===== src/rtl/sim_run_ctrl.sv =====
// Run controller for CPU simulation harnesses: sequences core reset, watches retirement
// ports, counts cycles/instructions and ends the run with a pass, hang or timeout verdict.
module sim_run_ctrl #(
    parameter int unsigned     NUM_PORTS      = 2,
    parameter int unsigned     PC_W           = 32,
    parameter int unsigned     CNT_W          = 32,
    parameter int unsigned     RESET_CYCLES   = 16,
    parameter int unsigned     TIMEOUT_CYCLES = 1000000,
    parameter int unsigned     STALL_LIMIT    = 4096,
    parameter logic [PC_W-1:0] END_PC         = 32'hBFC00100
) (
    input  logic                      Clk,
    input  logic                      Clr,
    input  logic                      start,
    input  logic                      abort,
    input  logic [NUM_PORTS-1:0]      wb_valid,
    input  logic [NUM_PORTS*PC_W-1:0] wb_pc,
    output logic                      core_rst_n,
    output logic                      running,
    output logic                      done,
    output logic                      pass,
    output logic                      hang,
    output logic                      timeout,
    output logic [CNT_W-1:0]          cycle_count,
    output logic [CNT_W-1:0]          retire_count,
    output logic [PC_W-1:0]           last_pc
);

    localparam int unsigned      PopW        = $clog2(NUM_PORTS + 1);
    localparam int unsigned      RstW        = (RESET_CYCLES > 1) ? $clog2(RESET_CYCLES) : 1;
    localparam logic [RstW-1:0]  RstLast     = RstW'(RESET_CYCLES - 1);
    localparam logic [CNT_W-1:0] StallLast   = CNT_W'(STALL_LIMIT - 1);
    localparam logic [CNT_W-1:0] TimeoutLast = CNT_W'(TIMEOUT_CYCLES - 1);

    typedef enum logic [1:0] {StIdle, StReset, StRun, StDone} state_e;

    state_e state_q, state_d;

    logic             core_rst_n_q, core_rst_n_d;
    logic             running_q, running_d;
    logic             done_q, done_d;
    logic             pass_q, pass_d;
    logic             hang_q, hang_d;
    logic             timeout_q, timeout_d;
    logic [CNT_W-1:0] cycle_q, cycle_d;
    logic [CNT_W-1:0] retire_q, retire_d;
    logic [CNT_W-1:0] stall_q, stall_d;
    logic [PC_W-1:0]  last_pc_q, last_pc_d;
    logic [RstW-1:0]  rst_cnt_q, rst_cnt_d;

    logic             any_valid;
    logic             pass_hit;
    logic             hang_hit;
    logic             to_hit;
    logic [PopW-1:0]  pop;
    logic [PC_W-1:0]  pc_sel;
    logic [CNT_W:0]   ret_sum;
    logic [CNT_W-1:0] ret_inc;
    logic [CNT_W-1:0] cyc_inc;

    // Later ports overwrite pc_sel, so the highest-index valid port wins.
    always_comb begin
        any_valid = 1'b0;
        pass_hit  = 1'b0;
        pop       = '0;
        pc_sel    = last_pc_q;
        for (int i = 0; i < NUM_PORTS; i++) begin
            if (wb_valid[i]) begin
                any_valid = 1'b1;
                pop       = pop + PopW'(1);
                pc_sel    = wb_pc[i*PC_W +: PC_W];
                if (wb_pc[i*PC_W +: PC_W] == END_PC) begin
                    pass_hit = 1'b1;
                end
            end
        end
        hang_hit = !any_valid && (stall_q == StallLast);
        to_hit   = (cycle_q == TimeoutLast);
        ret_sum  = {1'b0, retire_q} + (CNT_W + 1)'(pop);
        ret_inc  = ret_sum[CNT_W] ? '1 : ret_sum[CNT_W-1:0];
        cyc_inc  = (&cycle_q) ? cycle_q : cycle_q + CNT_W'(1);
    end

    always_ff @(posedge Clk) begin
        if (!Clr) begin
            state_q <= StIdle;
        end else begin
            state_q <= state_d;
        end
    end

    always_comb begin
        state_d = state_q;
        unique case (state_q)
            StIdle:  if (start) state_d = StReset;
            StReset: begin
                if (abort) begin
                    state_d = StDone;
                end else if (rst_cnt_q == RstLast) begin
                    state_d = StRun;
                end
            end
            StRun:   if (abort || pass_hit || hang_hit || to_hit) state_d = StDone;
            StDone:  if (start) state_d = StReset;
            default: state_d = StIdle;
        endcase
    end

    always_comb begin
        cycle_d   = cycle_q;
        retire_d  = retire_q;
        stall_d   = stall_q;
        last_pc_d = last_pc_q;
        rst_cnt_d = rst_cnt_q;
        pass_d    = pass_q;
        hang_d    = hang_q;
        timeout_d = timeout_q;
        unique case (state_q)
            StIdle, StDone: begin
                if (state_d == StReset) begin
                    cycle_d   = '0;
                    retire_d  = '0;
                    stall_d   = '0;
                    last_pc_d = '0;
                    rst_cnt_d = '0;
                    pass_d    = 1'b0;
                    hang_d    = 1'b0;
                    timeout_d = 1'b0;
                end
            end
            StReset: rst_cnt_d = rst_cnt_q + RstW'(1);
            StRun: begin
                cycle_d   = cyc_inc;
                retire_d  = ret_inc;
                last_pc_d = pc_sel;
                stall_d   = any_valid ? '0 : stall_q + CNT_W'(1);
                // abort exits with every verdict flag left clear.
                if (!abort) begin
                    pass_d    = pass_hit;
                    hang_d    = !pass_hit && hang_hit;
                    timeout_d = !pass_hit && !hang_hit && to_hit;
                end
            end
            default: ;
        endcase
        core_rst_n_d = (state_d == StRun) || (state_d == StDone);
        running_d    = (state_d == StRun);
        done_d       = (state_d == StDone);
    end

    always_ff @(posedge Clk) begin
        if (!Clr) begin
            core_rst_n_q <= 1'b0;
            running_q    <= 1'b0;
            done_q       <= 1'b0;
            pass_q       <= 1'b0;
            hang_q       <= 1'b0;
            timeout_q    <= 1'b0;
            cycle_q      <= '0;
            retire_q     <= '0;
            stall_q      <= '0;
            last_pc_q    <= '0;
            rst_cnt_q    <= '0;
        end else begin
            core_rst_n_q <= core_rst_n_d;
            running_q    <= running_d;
            done_q       <= done_d;
            pass_q       <= pass_d;
            hang_q       <= hang_d;
            timeout_q    <= timeout_d;
            cycle_q      <= cycle_d;
            retire_q     <= retire_d;
            stall_q      <= stall_d;
            last_pc_q    <= last_pc_d;
            rst_cnt_q    <= rst_cnt_d;
        end
    end

    assign core_rst_n   = core_rst_n_q;
    assign running      = running_q;
    assign done         = done_q;
    assign pass         = pass_q;
    assign hang         = hang_q;
    assign timeout      = timeout_q;
    assign cycle_count  = cycle_q;
    assign retire_count = retire_q;
    assign last_pc      = last_pc_q;

endmodule

===== config.mk =====
export PLATFORM = sky130hd
export DESIGN_NAME = sim_run_ctrl
export DESIGN_NICKNAME = d
export VERILOG_FILES = /design/src/rtl/sim_run_ctrl.sv
export SDC_FILE = /design/constraint.sdc
export NUM_CORES = 1
export LEC_CHECK = 0
export ABC_AREA = 1
export CAP_MARGIN = 20
export CORE_UTILIZATION = 45
export DETAILED_ROUTE_END_ITERATION = 10
export PLACE_DENSITY = 0.72
export SLEW_MARGIN = 20
export SYNTH_ARGS = -nofsm -noshare
export SYNTH_HDL_FRONTEND = slang
export SYNTH_SLANG_ARGS = --single-unit

===== constraint.sdc =====
create_clock -name Clk -period 2.7 [get_ports Clk]
set_input_delay 0.27 -clock Clk [delete_from_list [all_inputs] [get_ports Clk]]
set_output_delay 0.27 -clock Clk [all_outputs]
set_load 0.05 [all_outputs]

======== After elaboration in Yosys (flattened, before gate mapping) ========
Cells that the tools add are included.
word-level totals
  ROM bits ................................ 0
  bits in writable memories ............... 0
  memories ................................ 0
  bits in latches ......................... 0
  output and inout port bits .............. 102
  word-level logic and storage cells ...... 85
  bits of input ports ..................... 70
  register bits after elaboration ......... 140
cells by class
  bitwise gates (word level) .............. 0
  $mul .................................... 0
  reduce and logical (&&, ||, !) cells .... 21
  add/subtract/negate cells ............... 5
  magnitude comparators ................... 0
  shifts and indexed selects .............. 0
  div/mod/pow operators ................... 0
  equality and inequality tests ........... 15
  muxes and demuxes ....................... 32
operators with widths
  cell                   count
  $pmux 32 s2            4
  $mux 32                6
  $add 32x1->32 const B  2
  $eq 32x32->1 const B   2
  $add 32x2->33          1
  $eq 32x12->1 const B   1
  $eq 32x20->1 const B   1
  $reduce_and 32->1      1
  $mux 1                 11
  $mux 2                 5
  $reduce_and 3->1       3
  $eq 2x2->1 const B     4
  $pmux 4 s2             1
  $pmux 1 s2             3
  $pmux 2 s3             1
  $add 4x1->4 const B    1
  $eq 2x1->1 const B     2
  $eq 4x4->1 const B     1
  $logic_and 1x1->1      4
  $logic_or 1x1->1       4
  $mux 4                 1
  $ne 2x2->1 const B     2
  $reduce_and 2->1       2
  $reduce_bool 2->1      2
  6 further kinds        8

======== Logic depth before layout (Yosys ltp) ========
  depth in word-level cells ............... 13
  mapped depth ............................ 18
  gate-level depth less buffers ........... 17

======== Least setup slack after synthesis ========
No wires, ideal clock.
  kind .................................... input to register
  start point ............................. in wb_valid[1]
  end point ............................... reg retire_q[25], in the netlist retire_count[25]
  setup slack ............................. -163 ps
  buffers on the path ..................... 1
  library setup time ...................... 67 ps
  data arrival time ....................... 2796 ps
  stages on the path ...................... 18
  required time ........................... 2633 ps
  cell sequence ........................... inv_1 -> clkbuf_1 -> ha_1 -> ha_1 -> inv_1 -> fa_1 -> nor2_1 -> nand3_1 -> nor2_2 -> inv_1 -> nor2_2 -> nand2_1 -> nor2_2 -> nand3_2 -> nand2_1 -> a21oi_1 -> nand3b_4 -> a21oi_2
on the way
  longest elaborated chain between the ends .. 10
  elaborated cells on any way between the ends .. 16
  those cells by class .................... 1 x add/sub; 2 x eq/ne; 7 x mux; 6 x reduce/logical
ends and longest elaborated chain
  element                                                 RTL line  RTL
  from (decl)                                             16        input logic [NUM_PORTS-1:0] wb_valid,
  branches (longest 10 deep; another with $add 32x2->33)  n/a
  to (signal assigned)                                    172       retire_q <= retire_d;
  to (decl)                                               46        logic [CNT_W-1:0] retire_q, retire_d;
Several ways; the timed one is not identified.
A chain may end at the register's enable or synchronous reset.

======== Final worst setup path ========
  start point ............................. reg retire_q[0], in the netlist retire_count[0]
  end point ............................... reg retire_q[12], in the netlist retire_count[12]
on the way
  longest elaborated chain between the ends .. 3
ends and longest elaborated chain
  element        RTL line  RTL
  $add 32x2->33  79        ret_sum = {1'b0, retire_q} + (CNT_W + 1)'(pop);
  $mux 32        80        ret_inc = ret_sum[CNT_W] ? '1 : ret_sum[CNT_W-1:0];
  $pmux 32 s2    118       unique case (state_q)
No other way between the ends.

==> results.ini <==
[outcome]
outcome = finished clean

[synthesis]
syn_inst = 1540
synth.cell_area_sq_mm = 0.00960
yosys.area.top_type_share_pct = 29.0
synth_fp_nets = 1620
yosys.area.top_type = dfxtp_1
avgSynthCellArea_sq_um = 6.23
ys_seq_area_share_pct = 29.0
synth_edf_count = 0
ys_ff_latch = 139
synth_ff_type = dfxtp_1
ys_types = 45
synthArstFlopShare_pct = 0
synthTopCellsByArea = dfxtp_1 (29%), nand2_1 (16%), nor2_1 (7.9%)
yosysWarnings = 0

[sta]
finalHoldViolCount = 0
tns_ns = 0
fin_crit_sh_pct = 97.3
slew_headroom_pct = 43.9
setup_viol = 0
period_needed_ns = 2.63
worstMarginPinSlew_ns = 0.841
slew_viol_final = 0
clock_skew_ns = 0.00880
max_freq_mhz = 381

[cells_and_area]
synthToLayoutAreaGrowth_pct = 31.6
fillerInstances = 2052
nets = 1797
stdcell_area_sq_mm = 0.0126
drive_gt1_share_pct = 10.9
final_util_pct = 60.3

[placement]
port_buffers = 171
place.gp.congestion = 0.966
place_area_sq_mm = 0.0119
dp_hpwl_mm = 21.2

[global_route]
grtUsageTotal_pct = 27.3
grt_pass1_vias = 9816
grt_pass1_wl_mm = 48.4
overflow = 0
grt_max_degree = 75
grt_antenna_before_repair = 1

[pwr]
p_leak_nw = 4.62
finalPower_mw = 12.0
p_per_area_mw_per_mm2 = 954
vdd_ir_drop_max_mv = 1.06

[clock_tree]
cts.sinks = 139
path_clk_slew_ns = 0.06
clockBufferDepth = 2
cts_tree = done
insertion_delay_ns = 0.43
numCtsBuffers = 17
clockRootBuffer = clkbuf_16
cts_hold_buf = 0
htree_levels = 4

[worst_setup_path]
required_ns = 3.06
crit_fanout = 7
critPathKind = reg2reg
worst_setup_path_start_kind = register
r2r-end = retire_count[12]
rrSetupSlack_ns = 0.07
reg2regPathDepth = 14
timing.rr.start = retire_count[0]
crit_path_end_kind = register
worstPathArrival_ns = 2.98

[die]
io-pin-count = 172
dieArea_sq_mm = 0.0219
die_width_um = 148
initial_core_util_pct = 45.8
die_y_um = 148
design.core.area_sq_mm = 0.0210
num_rows = 53

[routing]
vias_per_cell = 5.27
ant_nets = 0
finalWirelength_mm = 29.8
drt_iter0_drc = 651
dr.pass1.iters = 7
num_vias = 10600
drc = 0
wl_per_cell_um = 14.9

[run]
cap_violations = 0

[min_path]
hold_depth = 6
min_from = wb_valid[1]
holdCritPathClass = in2reg
min_to = last_pc[27]

-- cell families after synthesis --
family	synth area share, %
AO/OA/AOI/OAI	9.03
XOR/XNOR	5.93
flip-flops	29.0
buffers and inverters	11.8
AND/OR/NAND/NOR	42.9
adder cells (fa/ha/maj)	1.38
-- layout make-up --
cell class                      count  area (sq um)  share of cell area [%]
Clock buffer                       21           480                    3.80
Clock inverter                     10           115                   0.911
Tap cell                          275           344                    2.72
Inverter                          185           699                    5.54
Timing Repair Buffer              238          2380                    18.8
Antenna cell                        1          2.50                  0.0198
Sequential cell                   139          2780                    22.0
Multi-Input combinational cell   1136          5830                    46.2
-- Yosys cell counts (3+ instances only) --
| master | count |
|---|---|
| nand2_1 | 409 |
| nor2_1 | 203 |
| inv_1 | 179 |
| dfxtp_1 | 139 |
| a21oi_1 | 92 |
| nand3_1 | 83 |
| nor3_1 | 67 |
| nand4_1 | 63 |
| clkbuf_1 | 47 |
| xor2_1 | 43 |
| nand3_2 | 28 |
| o211ai_1 | 22 |
| o21ai_0 | 22 |
| xnor2_1 | 22 |
| nor4_1 | 20 |
| buf_2 | 17 |
| a21oi_2 | 11 |
| ha_1 | 9 |
| nor2_2 | 9 |
| buf_6 | 7 |
| nand2_2 | 6 |
| buf_1 | 4 |
| inv_2 | 4 |
| nand3b_1 | 4 |
| buf_8 | 3 |
| nor3b_1 | 3 |
| or2_1 | 3 |
-- power breakdown --
part	switching (mW)	internal, mW
Sequential	0.120	2.29
Clock	0.922	1.45
Combinational	4.63	2.64
-- through the flow --
step / hold slack [ns] / worst slack [ns] / cells
2_1_floorplan: 0.454 / 0.00165 / 1540
3_3_place_gp: 0.472 / -0.408 / 1968
3_5_place_dp: 0.485 / -0.490 / 1968
4_1_cts: 0.372 / 0.00392 / 2000
5_1_grt: 0.444 / -0.0421 / 2005
6_report: 0.388 / 0.0722 / 2005
-- state kept, by name (all words and copies together) (netlist names) --
name	flops
running	1
done	1
pass	1
last_pc	32
hang	1
rst_cnt_q	4
state_q	2
timeout	1
retire_count	32
cycle_count	32
stall_q	32
-- cell usage in the layout, fill, tap and decap left out, types with 12 or more instances in the layout --
master,netlist,layout
nand4_1,63,63
buf_12,1,12
nor4_1,20,19
a21oi_1,92,90
buf_4,2,51
nand3_1,83,82
o211ai_1,22,22
a21oi_2,11,13
nand3_2,28,29
o21ai_0,22,21
inv_1,179,175
clkdlybuf4s50_1,0,169
nor3_1,67,67
clkbuf_16,0,17
nand2_1,409,405
xnor2_1,22,22
xor2_1,43,43
nor2_1,203,200
dfxtp_1,139,138
-- worst max path at each step --
| stage | start | cells past startpoint | end | slack (ns) |
|---|---|---|---|---|
| finish | retire_count[0] | 14 | retire_count[12] | 0.07 |
| global route | retire_count[0] | 14 | retire_count[2] | -0.04 |
| CTS | wb_valid[0] | 18 | retire_count[30] | 0.004 |
| detailed placement | wb_valid[0] | 18 | retire_count[30] | -0.49 |
| global placement | wb_valid[0] | 18 | retire_count[30] | -0.41 |
| floorplan | wb_valid[1] | 18 | retire_count[25] | 0.002 |
-- routing by layer --
metal | track usage (%) | up-vias | part of all wire [%]
li1 | - | 5331 | -
met4 | 10.1 | 0 | 2.5
met1 | 34.1 | 4842 | 44
met3 | 4.91 | 61 | 5.7
met2 | 46.7 | 331 | 48
met5 | 0 | - | 0
-- critical path: stages (launching register included) --
cell	delay, ns
dfxtp_1	0.44
ha_4	0.18
inv_2	0.04
fa_2	0.38
nor2_4	0.11
nand3_2	0.11
nor2_4	0.17
buf_4	0.12
nand3_1	0.07
inv_1	0.08
nand4_1	0.24
buf_6	0.25
o21ai_1	0.10
nand3_1	0.11
a21oi_1	0.14
-- repair_timing --
action                                  in CTS  in global routing
endpoints found under the setup margin       1                 49
gates cloned                                 0                  2
pin swaps                                    7                 13
buffers inserted                             1                  2
resized for setup                            2                 20
No activity file was read; power rests on OpenSTA's default activity.
